### src/rtl/ssd1306_pkg.sv
// +----------------------------------------------------------------------------+
// | ssd1306_pkg : opcodes, addressing/FSM enums and argument-count lookup      |
// | Rev 1.0                                                                    |
// +----------------------------------------------------------------------------+
`default_nettype none

package ssd1306_pkg;

  localparam logic [7:0] OP_SET_MODE  = 8'h20;
  localparam logic [7:0] OP_COL_ADDR  = 8'h21;
  localparam logic [7:0] OP_PAGE_ADDR = 8'h22;
  localparam logic [7:0] OP_DISP_OFF  = 8'hAE;
  localparam logic [7:0] OP_DISP_ON   = 8'hAF;

  typedef enum logic [1:0] {
    MODE_HORIZ = 2'b00,
    MODE_VERT  = 2'b01,
    MODE_PAGE  = 2'b10
  } addr_mode_e;

  typedef enum logic [0:0] {
    IDLE = 1'b0,
    ARG  = 1'b1
  } cmd_state_e;

  function automatic logic [2:0] arg_count(input logic [7:0] op);
    case (op)
      8'h20, 8'h81, 8'h8D, 8'hA8, 8'hD3,
      8'hD5, 8'hD9, 8'hDA, 8'hDB: arg_count = 3'd1;
      8'h21, 8'h22, 8'hA3:        arg_count = 3'd2;
      8'h29, 8'h2A:               arg_count = 3'd5;
      8'h26, 8'h27:               arg_count = 3'd6;
      default:                    arg_count = 3'd0;
    endcase
  endfunction

endpackage

`default_nettype wire

### src/rtl/spi_byte_rx.sv
// +----------------------------------------------------------------------------+
// | spi_byte_rx : oversampling SPI mode-0 byte receiver with CS# framing check |
// | Rev 1.0                                                                    |
// +----------------------------------------------------------------------------+
`default_nettype none

module spi_byte_rx #(
  parameter int SYNC_STAGES = 2
) (
  input  logic       clk_in,
  input  logic       reset_in,
  input  logic       csn_in,
  input  logic       dc_in,
  input  logic       sclk_in,
  input  logic       mosi_in,
  output logic [7:0] byte_out,
  output logic       dc_out,
  output logic       valid_out,
  output logic       err_out
);

  localparam int CSN  = 3;
  localparam int DC   = 2;
  localparam int SCLK = 1;
  localparam int MOSI = 0;
  localparam logic [3:0] SYNC_RST = 4'b1000;

  logic [SYNC_STAGES-1:0][3:0] sync_q, sync_d;
  logic [3:0] s;
  logic [1:0] prev_q, prev_d;   // {csn, sclk} one sample behind s
  logic [6:0] shift_q, shift_d;
  logic [2:0] cnt_q, cnt_d;
  logic       err_q, err_d;
  logic       sclk_rise;

  always_comb begin
    sync_d = {sync_q[SYNC_STAGES-2:0], {csn_in, dc_in, sclk_in, mosi_in}};
    s      = sync_q[SYNC_STAGES-1];
    prev_d = {s[CSN], s[SCLK]};
    // CS# is qualified one sample late so a CS# rise coincident with the
    // final SCLK edge still completes the byte.
    sclk_rise = s[SCLK] & ~prev_q[0] & ~prev_q[1];

    shift_d   = shift_q;
    cnt_d     = cnt_q;
    err_d     = err_q;
    valid_out = 1'b0;
    if (sclk_rise) begin
      shift_d = {shift_q[5:0], s[MOSI]};
      cnt_d   = cnt_q + 3'd1;
      if (cnt_q == 3'd7) begin
        valid_out = 1'b1;
      end
    end else if (s[CSN]) begin
      cnt_d = 3'd0;
      if (cnt_q != 3'd0) begin
        err_d = 1'b1;
      end
    end
    byte_out = {shift_q, s[MOSI]};
    dc_out   = s[DC];
    err_out  = err_q;
  end

  always_ff @(posedge clk_in) begin
    if (reset_in) begin
      sync_q  <= {SYNC_STAGES{SYNC_RST}};
      prev_q  <= 2'b10;
      shift_q <= '0;
      cnt_q   <= 3'd0;
      err_q   <= 1'b0;
    end else begin
      sync_q  <= sync_d;
      prev_q  <= prev_d;
      shift_q <= shift_d;
      cnt_q   <= cnt_d;
      err_q   <= err_d;
    end
  end

endmodule

`default_nettype wire

### src/rtl/ssd1306_spi_sink.sv
// +----------------------------------------------------------------------------+
// | ssd1306_spi_sink : SSD1306 4-wire SPI receiver, command decode, GDDRAM ptr |
// | Rev 1.0                                                                    |
// +----------------------------------------------------------------------------+
`default_nettype none

module ssd1306_spi_sink
  import ssd1306_pkg::*;
#(
  parameter int COLS        = 128,
  parameter int PAGES       = 8,
  parameter int SYNC_STAGES = 2
) (
  input  logic                          clk_in,
  input  logic                          reset_in,
  input  logic                          oled_csn_in,
  input  logic                          oled_dc_in,
  input  logic                          oled_clk_in,
  input  logic                          oled_mosi_in,
  output logic                          byte_valid_out,
  output logic [7:0]                    byte_out,
  output logic                          byte_is_data_out,
  output logic                          fb_we_out,
  output logic [$clog2(COLS*PAGES)-1:0] fb_addr_out,
  output logic [7:0]                    fb_data_out,
  output logic                          display_on_out,
  output logic                          frame_done_out,
  output logic                          proto_err_out
);

  localparam int CW = $clog2(COLS);
  localparam int PW = $clog2(PAGES);
  localparam int AW = $clog2(COLS*PAGES);

  logic [7:0] rx_byte;
  logic       rx_dc, rx_valid, rx_err;

  spi_byte_rx #(.SYNC_STAGES(SYNC_STAGES)) u_rx (
    .clk_in    (clk_in),
    .reset_in  (reset_in),
    .csn_in    (oled_csn_in),
    .dc_in     (oled_dc_in),
    .sclk_in   (oled_clk_in),
    .mosi_in   (oled_mosi_in),
    .byte_out  (rx_byte),
    .dc_out    (rx_dc),
    .valid_out (rx_valid),
    .err_out   (rx_err)
  );

  function automatic logic [CW-1:0] clamp_col(input logic [7:0] a);
    if (int'(a) > COLS - 1) return CW'(COLS - 1);
    else                    return a[CW-1:0];
  endfunction

  cmd_state_e    state_q, state_d;
  logic [7:0]    op_q, op_d;
  logic [2:0]    left_q, left_d;
  logic [7:0]    arg_q, arg_d;
  addr_mode_e    mode_q, mode_d;
  logic [CW-1:0] col_q, col_d, col_start_q, col_start_d, col_end_q, col_end_d;
  logic [PW-1:0] page_q, page_d, page_start_q, page_start_d, page_end_q, page_end_d;
  logic          disp_q, disp_d;
  logic          byte_valid_q, byte_valid_d, byte_dc_q, byte_dc_d;
  logic [7:0]    byte_q, byte_d, fb_data_q, fb_data_d;
  logic          fb_we_q, fb_we_d, frame_q, frame_d;
  logic [AW-1:0] fb_addr_q, fb_addr_d;
  logic [CW-1:0] adv_col;
  logic [PW-1:0] adv_page;

  always_comb begin
    state_d      = state_q;
    op_d         = op_q;
    left_d       = left_q;
    arg_d        = arg_q;
    mode_d       = mode_q;
    col_d        = col_q;
    col_start_d  = col_start_q;
    col_end_d    = col_end_q;
    page_d       = page_q;
    page_start_d = page_start_q;
    page_end_d   = page_end_q;
    disp_d       = disp_q;
    byte_d       = byte_q;
    byte_dc_d    = byte_dc_q;
    fb_data_d    = fb_data_q;
    fb_addr_d    = fb_addr_q;
    byte_valid_d = 1'b0;
    fb_we_d      = 1'b0;
    frame_d      = 1'b0;

    adv_col  = (col_q == col_end_q)   ? col_start_q  : col_q + CW'(1);
    adv_page = (page_q == page_end_q) ? page_start_q : page_q + PW'(1);

    if (rx_valid) begin
      byte_valid_d = 1'b1;
      byte_d       = rx_byte;
      byte_dc_d    = rx_dc;
      if (rx_dc) begin
        state_d   = IDLE;
        fb_we_d   = 1'b1;
        fb_data_d = rx_byte;
        fb_addr_d = AW'(page_q) * AW'(COLS) + AW'(col_q);
        frame_d   = (col_q == col_end_q) && (page_q == page_end_q);
        case (mode_q)
          MODE_HORIZ: begin
            col_d = adv_col;
            if (col_q == col_end_q) page_d = adv_page;
          end
          MODE_VERT: begin
            page_d = adv_page;
            if (page_q == page_end_q) col_d = adv_col;
          end
          default: col_d = adv_col;
        endcase
      end else if (state_q == ARG) begin
        // arg_q always holds the previous argument, i.e. the first of a pair.
        arg_d  = rx_byte;
        left_d = left_q - 3'd1;
        if (left_q == 3'd1) begin
          state_d = IDLE;
          case (op_q)
            OP_SET_MODE: begin
              if (rx_byte[1:0] != 2'b11) mode_d = addr_mode_e'(rx_byte[1:0]);
            end
            OP_COL_ADDR: begin
              col_start_d = clamp_col(arg_q);
              col_end_d   = clamp_col(rx_byte);
              col_d       = clamp_col(arg_q);
            end
            OP_PAGE_ADDR: begin
              page_start_d = arg_q[PW-1:0];
              page_end_d   = rx_byte[PW-1:0];
              page_d       = arg_q[PW-1:0];
            end
            default: ;
          endcase
        end
      end else if (arg_count(rx_byte) != 3'd0) begin
        state_d = ARG;
        op_d    = rx_byte;
        left_d  = arg_count(rx_byte);
      end else if (rx_byte == OP_DISP_ON) begin
        disp_d = 1'b1;
      end else if (rx_byte == OP_DISP_OFF) begin
        disp_d = 1'b0;
      end else if (rx_byte[7:3] == 5'b10110) begin
        page_d = rx_byte[PW-1:0];
      end else if (rx_byte[7:5] == 3'b000 && mode_q == MODE_PAGE) begin
        if (rx_byte[4]) col_d[CW-1:4] = rx_byte[CW-5:0];
        else            col_d[3:0]    = rx_byte[3:0];
      end
    end
  end

  always_ff @(posedge clk_in) begin
    if (reset_in) begin
      state_q      <= IDLE;
      op_q         <= 8'h00;
      left_q       <= 3'd0;
      arg_q        <= 8'h00;
      mode_q       <= MODE_PAGE;
      col_q        <= '0;
      col_start_q  <= '0;
      col_end_q    <= CW'(COLS - 1);
      page_q       <= '0;
      page_start_q <= '0;
      page_end_q   <= PW'(PAGES - 1);
      disp_q       <= 1'b0;
      byte_valid_q <= 1'b0;
      byte_q       <= 8'h00;
      byte_dc_q    <= 1'b0;
      fb_we_q      <= 1'b0;
      fb_addr_q    <= '0;
      fb_data_q    <= 8'h00;
      frame_q      <= 1'b0;
    end else begin
      state_q      <= state_d;
      op_q         <= op_d;
      left_q       <= left_d;
      arg_q        <= arg_d;
      mode_q       <= mode_d;
      col_q        <= col_d;
      col_start_q  <= col_start_d;
      col_end_q    <= col_end_d;
      page_q       <= page_d;
      page_start_q <= page_start_d;
      page_end_q   <= page_end_d;
      disp_q       <= disp_d;
      byte_valid_q <= byte_valid_d;
      byte_q       <= byte_d;
      byte_dc_q    <= byte_dc_d;
      fb_we_q      <= fb_we_d;
      fb_addr_q    <= fb_addr_d;
      fb_data_q    <= fb_data_d;
      frame_q      <= frame_d;
    end
  end

  assign byte_valid_out   = byte_valid_q;
  assign byte_out         = byte_q;
  assign byte_is_data_out = byte_dc_q;
  assign fb_we_out        = fb_we_q;
  assign fb_addr_out      = fb_addr_q;
  assign fb_data_out      = fb_data_q;
  assign display_on_out   = disp_q;
  assign frame_done_out   = frame_q;
  assign proto_err_out    = rx_err;

endmodule

`default_nettype wire

### config.mk
export PLATFORM = sky130hd
export DESIGN_NAME = ssd1306_spi_sink
export DESIGN_NICKNAME = d
export VERILOG_FILES = /design/src/rtl/ssd1306_pkg.sv /design/src/rtl/spi_byte_rx.sv /design/src/rtl/ssd1306_spi_sink.sv
export SDC_FILE = /design/constraint.sdc
export NUM_CORES = 1
export LEC_CHECK = 0
export ABC_AREA = 1
export CORE_UTILIZATION = 55
export CTS_CLUSTER_SIZE = 40
export DETAILED_ROUTE_END_ITERATION = 12
export PLACE_DENSITY = 0.77
export SYNTH_ARGS = -nofsm -noshare
export SYNTH_HDL_FRONTEND = slang
export SYNTH_SLANG_ARGS = --single-unit
### constraint.sdc
create_clock -name clk_in -period 3.3 [get_ports clk_in]
set_input_delay 0.66 -clock clk_in [delete_from_list [all_inputs] [get_ports clk_in]]
set_output_delay 0.66 -clock clk_in [all_outputs]
set_load 0.05 [all_outputs]
==> run_results.csv, run 1 <==
group,metric,value,unit
status,outcome,"complete, no violations",
power,clockPowerShare,0.364,
clocking,clock_path_buffers,2,
layout,fill_cells,776,
global_routing,first_global_vias,4125,
sta,worstMarginPinSlew,1.027,ns
clocking,cts_hold_buffers,0,
yosys,synth.area.top_cells,"dfxtp_1 42%, nand2_1 7.6%, a21oi_1 5.9%",
floorplanning,die_h,97.02,um
yosys,syn_inst,640,
worst_hold_path,min_path_type,"reg -> reg",
routing,routed_via_density,5.547,
worst_setup_path,setup.worst_path.end_class,"flip-flop",
floorplanning,coreArea,8721,um2
routing,finalWirelength,11.95,mm
clocking,numCtsBuffers,9,
routing,drt_pre_antenna_iters,5,
power,power_frac_comb,0.031,
clocking,htreeDepth,3,
worst_setup_path,r2r_end,"display_on_out$_SDFFE_PP0P_",
power,p_leak,2.231,nW
clocking,cts_tree,"yes",
routing,drc,0,
clocking,root_buffer,"clkbuf_8",
clocking,cts.sinks,104,
worst_hold_path,hold_depth,2,
worst_hold_path,holdCritStartpoint,"u_rx.sync_d[4]$_SDFF_PP0_",
worst_setup_path,critPathLaunchType,"flip-flop",
placement,port_buffers,37,
floorplanning,start_util,0.5694,
floorplanning,die_w,97.02,um
placement,gp_congestion,0.8849,
global_routing,antenna_found_initial,0,
sta,post-route-period-util,0.7242,
yosys,ys_seq_area_frac,0.4192,
layout,final_nets,675,
yosys,syn-num-nets,653,
sta,slew_violations,0,
sta,holdWs,0.4116,ns
yosys,syn_avg_cell_area,7.759,um2
layout,final_util,0.6296,
global_routing,grt_max_degree,63,
sta,relSlewSlack,0.3146,
yosys,ys_ff_latch,104,
worst_setup_path,worstPathRequired,3.59,ns
clocking,cts.clk_slew.worst_paths,0.10,ns
sta,fin_ws,0.9100,ns
worst_setup_path,arrival,2.68,ns
worst_setup_path,worst-setup-path-type,"reg -> reg",
power,power.density,381.3,nW/um2
yosys,synth_cell_types,42,
clocking,clk_latency,0.38,ns
sta,rsz0062_at_grt,"no",
clocking,post_cts_buffers,0,
worst_setup_path,r2r_start,"u_rx.s[2]$_SDFF_PP0_",
routing,vias,4299,
layout,drive_gt1_frac,0.1289,
power,vdd_drop_max,236.9,uV
routing,drtIter0Drc,283,
global_routing,overflow,0,
yosys,yosysTopAreaCell,"dfxtp_1",
placement,dp_slack,0.9800,ns
power,switching_share,0.2514,
sta,max_freq,418.4,MHz
sta,hold_viol_final,0,
power,p_seq_frac,0.605,
worst_hold_path,worstHoldEndpoint,"u_rx.s[0]$_SDFF_PP0_",
global_routing,grtUsageTotal,0.2654,
floorplanning,ioPinCount,38,
global_routing,grt_pass1_wl,20.10,mm
run,cap_viol_max_count,0,
yosys,syn_area,4966,um2
yosys,yosys_warnings,0,
floorplanning,dieArea,9413,um2
layout,syn2layout_area_growth,10.56,%
yosys,synth.top_cell.area_share,0.4192,
power,p_switching,0.5262,mW
worst_setup_path,r2r_slack,0.91,ns
worst_setup_path,r2r_cells,6,
routing,ant_nets,0,
sta,fin_crit,2.390,ns
routing,wl_per_cell,15.42,um
sta,setup_viol,0,
clocking,cts.repair.resized,0,
sta,fin_tns_setup,0,ns
sta,finClkSkew,0.008301,ns
layout,antenna_cells,0,
worst_setup_path,critical_path.max_fanout,24,
power,p_int,1.567,mW
floorplanning,num_rows,34,
placement,hpwlAfterDp,8.593,mm
-- how the worst max path moves through the flow --
stage / from / end / slack (ns)
after floorplan: u_rx.shift_q[3]$_SDFFE_PP0P_ / op_q[1]$_SDFFE_PP0P_ / 1.69
after global placement: u_rx.s[2]$_SDFF_PP0_ / display_on_out$_SDFFE_PP0P_ / 1.0
after detailed placement: u_rx.s[2]$_SDFF_PP0_ / display_on_out$_SDFFE_PP0P_ / 0.98
after CTS: u_rx.s[2]$_SDFF_PP0_ / display_on_out$_SDFFE_PP0P_ / 0.96
after global routing: u_rx.s[2]$_SDFF_PP0_ / display_on_out$_SDFFE_PP0P_ / 0.72
final: u_rx.s[2]$_SDFF_PP0_ / display_on_out$_SDFFE_PP0P_ / 0.91
-- critical path, stage by stage, from the launching register on --
cell and delay (ns):
dfxtp_1 0.45, buf_4 0.30, nor2_2 0.50, inv_1 0.20, nor2_1 0.37, nand4_1 0.19, a211oi_1 0.28
-- flip-flops by register name, indices dropped and copies added (netlist names), 2 cells and up --
name / flops
arg_q: 8
byte_out: 8
col_end_q: 7
col_q: 7
col_start_q: 7
fb_addr_out: 10
fb_data_out: 8
left_q: 3
mode_q: 2
op_q: 8
page_end_q: 3
page_q: 3
page_start_q: 3
u_rx.cnt_q: 3
u_rx.prev_q: 2
u_rx.s: 4
u_rx.shift_q: 7
u_rx.sync_d: 4
-- layout make-up --
| cell class | count | area [um2] | area share |
|---|---|---|---|
| timing repair buffer | 41 | 395.4 | 0.07201 |
| clock buffer | 9 | 123.9 | 0.02256 |
| sequential | 104 | 2082 | 0.3792 |
| multi-input combinational | 435 | 2417 | 0.4403 |
| tap | 108 | 135.1 | 0.02461 |
| clock inverter | 7 | 58.81 | 0.01071 |
| inverter | 71 | 277.8 | 0.05059 |
-- synth_stat cells (all sizes together) --
cell type	count
nand2	119
nand4	11
clkinv	3
nor4	2
a211oi	13
nor2	83
buf	13
nor3	8
inv	68
nand3	52
o211ai	10
dfxtp	104
or2	2
ha	7
a21oi	63
xnor2	7
o21ai	44
nand3b	1
o21a	2
xor2	9
clkbuf	17
a31oi	2
-- kinds of logic (layout without fill, tap and decap cells) --
| family | count (synthesis) | in the layout | synth area share |
|---|---|---|---|
| AOI/OAI and AO/OA | 134 | 134 | 0.1580 |
| xor gates and xnor gates | 16 | 16 | 0.02822 |
| adders and majority gates | 7 | 7 | 0.01764 |
| buffers and inverters | 101 | 128 | 0.09397 |
| DFF | 104 | 104 | 0.4192 |
| and+or+nand+nor | 278 | 278 | 0.2829 |
-- cell usage in the layout (no fill, tap or decap), types with 5 or more instances in the layout --
cell / netlist / final
clkdlybuf4s50_1: 0 / 36
nor2_1: 71 / 71
nand2_2: 11 / 11
o211ai_1: 10 / 10
inv_1: 62 / 62
a21oi_1: 59 / 59
xor2_1: 9 / 9
dfxtp_1: 104 / 104
nand4_1: 10 / 10
o21ai_0: 37 / 37
o21ai_2: 7 / 7
nor2_2: 8 / 8
xnor2_1: 7 / 7
inv_6: 1 / 5
clkbuf_8: 1 / 9
nand2_1: 101 / 101
a211oi_1: 13 / 13
ha_1: 7 / 7
nand3_1: 44 / 44
nand2_4: 7 / 7
-- power by group through the flow --
| stage | logic (mW) | registers, mW | clock network, mW |
|---|---|---|---|
| 4_1_cts | 0.0653 | 1.27 | 0.779 |
| 2_1_floorplan | 0.0480 | 1.29 | 0 |
| 3_5_place_dp | 0.0649 | 1.29 | 0 |
| 5_1_grt | 0.0720 | 1.27 | 0.816 |
| 3_3_place_gp | 0.0637 | 1.29 | 0 |
| 6_report | 0.0657 | 1.27 | 0.762 |
-- per-stage QoR --
stage                     cell area, um2  total power, mW  instances
after floorplan                     4966            1.340        640
after global placement              5308            1.358        759
after detailed placement            5308            1.359        759
after CTS                           5490            2.110        775
after global routing                5490            2.154        775
final                               5490            2.094        775
-- per-layer routing --
metal  track usage  share of wire  vias to the layer above  routed length [um]
li1              -              -                     2144                   -
met1        0.3301           0.43                     1996                5182
met2        0.4545           0.50                      131                5916
met3       0.04552          0.048                       28                 572
met4        0.1068          0.023                        0                 278
met5             0              0                        -                   0
Note: power is estimated with default switching activity, not from simulation.
==> run 2, diff against run 1 <==
==> constraint.sdc (replaced) <==
create_clock -name clk_in -period 2.3 [get_ports clk_in]
set_input_delay 0.46 -clock clk_in [delete_from_list [all_inputs] [get_ports clk_in]]
set_output_delay 0.46 -clock clk_in [all_outputs]
set_load 0.05 [all_outputs]
==> run 2 against run 1 <==
  * Sequential share of layout area is 0.56 points lower
  * Count of clock-buffer cells in the layout stayed put
  * Design area is 1.5% higher
  * Hold slack hardly changed
  * Maximum frequency is 12% higher
  * Via count is 0.77% higher
  * Sequential power is 43% higher
  * Critical path depth is 5 higher
  * Global-route usage is 0.58 points lower
  * Register-to-register slack worse by 0.74 ns
  * First-iteration DRC count is 26% lower
==> run_results.csv, run 2 (synthesis results as in run 1) <==
group,metric,value,unit
layout,fill_cells,769,
worst_setup_path,crit_path_end,"col_q[0]$_SDFFE_PP0P_",
run,cap_viol_max_count,0,
clocking,cts.clk_slew.worst_paths,0.10,ns
clocking,numCtsBuffers,9,
layout,syn2layout_area_growth,12.22,%
layout,seqCellArea,2082,um2
clocking,post_cts_buffers,0,
layout,fin_area,5573,um2
routing,wl_per_cell,15.04,um
floorplanning,die_h,97.02,um
worst_setup_path,setup.worst_path.end_class,"flip-flop",
worst_setup_path,arrival,2.39,ns
layout,drive_gt1_frac,0.1431,
routing,drtIter0Drc,210,
worst_setup_path,r2r_end,"col_q[0]$_SDFFE_PP0P_",
power,p_switching,0.7158,mW
worst_setup_path,cpPeakStageDelay,0.68,ns
power,p_seq_frac,0.614,
floorplanning,start_util,0.5694,
layout,largest_reg_flops,10,
clocking,cts.sinks,104,
floorplanning,die_w,97.02,um
sta,finClkSkew,0.01642,ns
worst_hold_path,min_path_type,"reg -> reg",
routing,drc,0,
placement,hpwlAfterDp,8.762,mm
sta,holdWs,0.4112,ns
clocking,clock_path_buffers,2,
sta,relSlewSlack,0.6313,
floorplanning,dieArea,9413,um2
routing,drt_pre_antenna_iters,5,
worst_setup_path,worst-setup-path-type,"reg -> reg",
sta,fin_crit,2.128,ns
routing,finalWirelength,11.82,mm
global_routing,grtUsageTotal,0.2596,
layout,final_util,0.6390,
layout,final_cell_mix,"104 x dfxtp_1, 101 x nand2_1, 71 x nor2_1",
sta,slew_violations,0,
power,p_leak,2.286,nW
worst_setup_path,r2r_start,"u_rx.shift_q[2]$_SDFFE_PP0P_",
power,finalPower,2.956,mW
global_routing,first_global_vias,4240,
worst_setup_path,startpoint,"u_rx.shift_q[2]$_SDFFE_PP0P_",
power,vdd_drop_max,357.2,uV
worst_setup_path,crit_chain,"inv_1 -> nand2_1 -> inv_1 -> nand3_1 -> nand2_2 -> nor2_4 -> nand3_4 -> nand2_4 -> nand3_4 -> nor2_1 -> nor2_1",
clocking,clk_latency,0.38,ns
global_routing,antenna_found_initial,0,
floorplanning,ioPinCount,38,
power,power_frac_comb,0.033,
global_routing,grt_pass1_wl,19.59,mm
layout,final_nets,687,
worst_setup_path,slowest_stage,"dfxtp_1",
power,switching_share,0.2421,
sta,post-route-period-util,0.9252,
worst_setup_path,critical_path.max_fanout,11,
placement,gp_congestion,0.9262,
floorplanning,num_rows,34,
status,outcome,"complete, no violations",
sta,max_freq,469.9,MHz
power,p_int,2.241,mW
placement,port_buffers,37,
power,power.density,530.5,nW/um2
power,clockPowerShare,0.353,
worst_setup_path,r2r_cells,11,
layout,antenna_cells,0,
routing,ant_nets,0,
sta,fin_tns_setup,0,ns
sta,setup_viol,0,
clocking,htreeDepth,3,
worst_setup_path,critPathLaunchType,"flip-flop",
routing,routed_via_density,5.511,
worst_setup_path,worstPathRequired,2.56,ns
placement,postPlaceCellArea,5398,um2
floorplanning,coreArea,8721,um2
global_routing,overflow,0,
worst_setup_path,r2r_slack,0.17,ns
sta,worstMarginPinSlew,0.5522,ns
global_routing,grt_max_degree,35,
routing,vias,4332,
layout,multiInputGateArea,2417,um2
clocking,cts_tree,"yes",
layout,final_common_cell,"dfxtp_1",
clocking,cts.repair.resized,0,
sta,rsz0062_at_grt,"no",
sta,hold_viol_final,0,
clocking,cts_hold_buffers,0,
clocking,root_buffer,"clkbuf_8",
==> run 2: cell types whose count changed in the layout (fill, tap and decap cells not counted), sizes merged <==
cell    delta
clkinv     +1
buf       +12
inv        -2
==> run 2: worst max-delay path: cells and delay by family, from the launching register on <==
kind	cells	cell delay, ns
DFF	1	0.68
and+or+nand+nor	9	1.03
buffers and inverters	2	0.29
==> run 2: how the worst min path moves through the flow <==
stage                                       to                       from  slack [ns]  cells after the start
after CTS                 u_rx.s[0]$_SDFF_PP0_  u_rx.sync_d[4]$_SDFF_PP0_        0.42                      2
after global placement    u_rx.s[3]$_SDFF_PP1_  u_rx.sync_d[7]$_SDFF_PP1_        0.39                      1
after global routing      u_rx.s[3]$_SDFF_PP1_  u_rx.sync_d[7]$_SDFF_PP1_        0.43                      1
after floorplan           u_rx.s[0]$_SDFF_PP0_  u_rx.sync_d[4]$_SDFF_PP0_        0.39                      2
after detailed placement  u_rx.s[3]$_SDFF_PP1_  u_rx.sync_d[7]$_SDFF_PP1_        0.39                      1
final                     u_rx.s[0]$_SDFF_PP0_  u_rx.sync_d[4]$_SDFF_PP0_        0.41                      2
==> run 2: routing by layer <==
metal,routed length (um),share of wire,track usage
met1,5317,0.45,0.3136
met2,5780,0.49,0.4458
met3,442,0.037,0.06069
met4,282,0.024,0.09989
met5,0,0,0
==> run 2: power by group through the flow <==
stage	Sequential [mW]	Clock, mW	Combinational (mW)
floorplan	1.85	0	0.0688
global placement	1.86	0	0.0944
detailed placement	1.86	0	0.0964
CTS	1.82	1.07	0.0966
global route	1.82	1.14	0.106
finish	1.82	1.04	0.0978
==> run 2: layout make-up <==
class / count / share of cell area
inverters: 71 / 0.04984
clock buffers: 9 / 0.02223
clock inverters: 6 / 0.009205
well taps: 108 / 0.02425
repair buffers: 53 / 0.08711
flip-flops and latches: 104 / 0.3736
multi-input cells: 435 / 0.4338
==> run 2: per-stage QoR <==
stage,setup slack [ns],std cells
global placement,0.2895,771
finish,0.1720,786
detailed placement,0.2497,771
CTS,0.2099,786
global route,0.02002,786
floorplan,0.6950,640
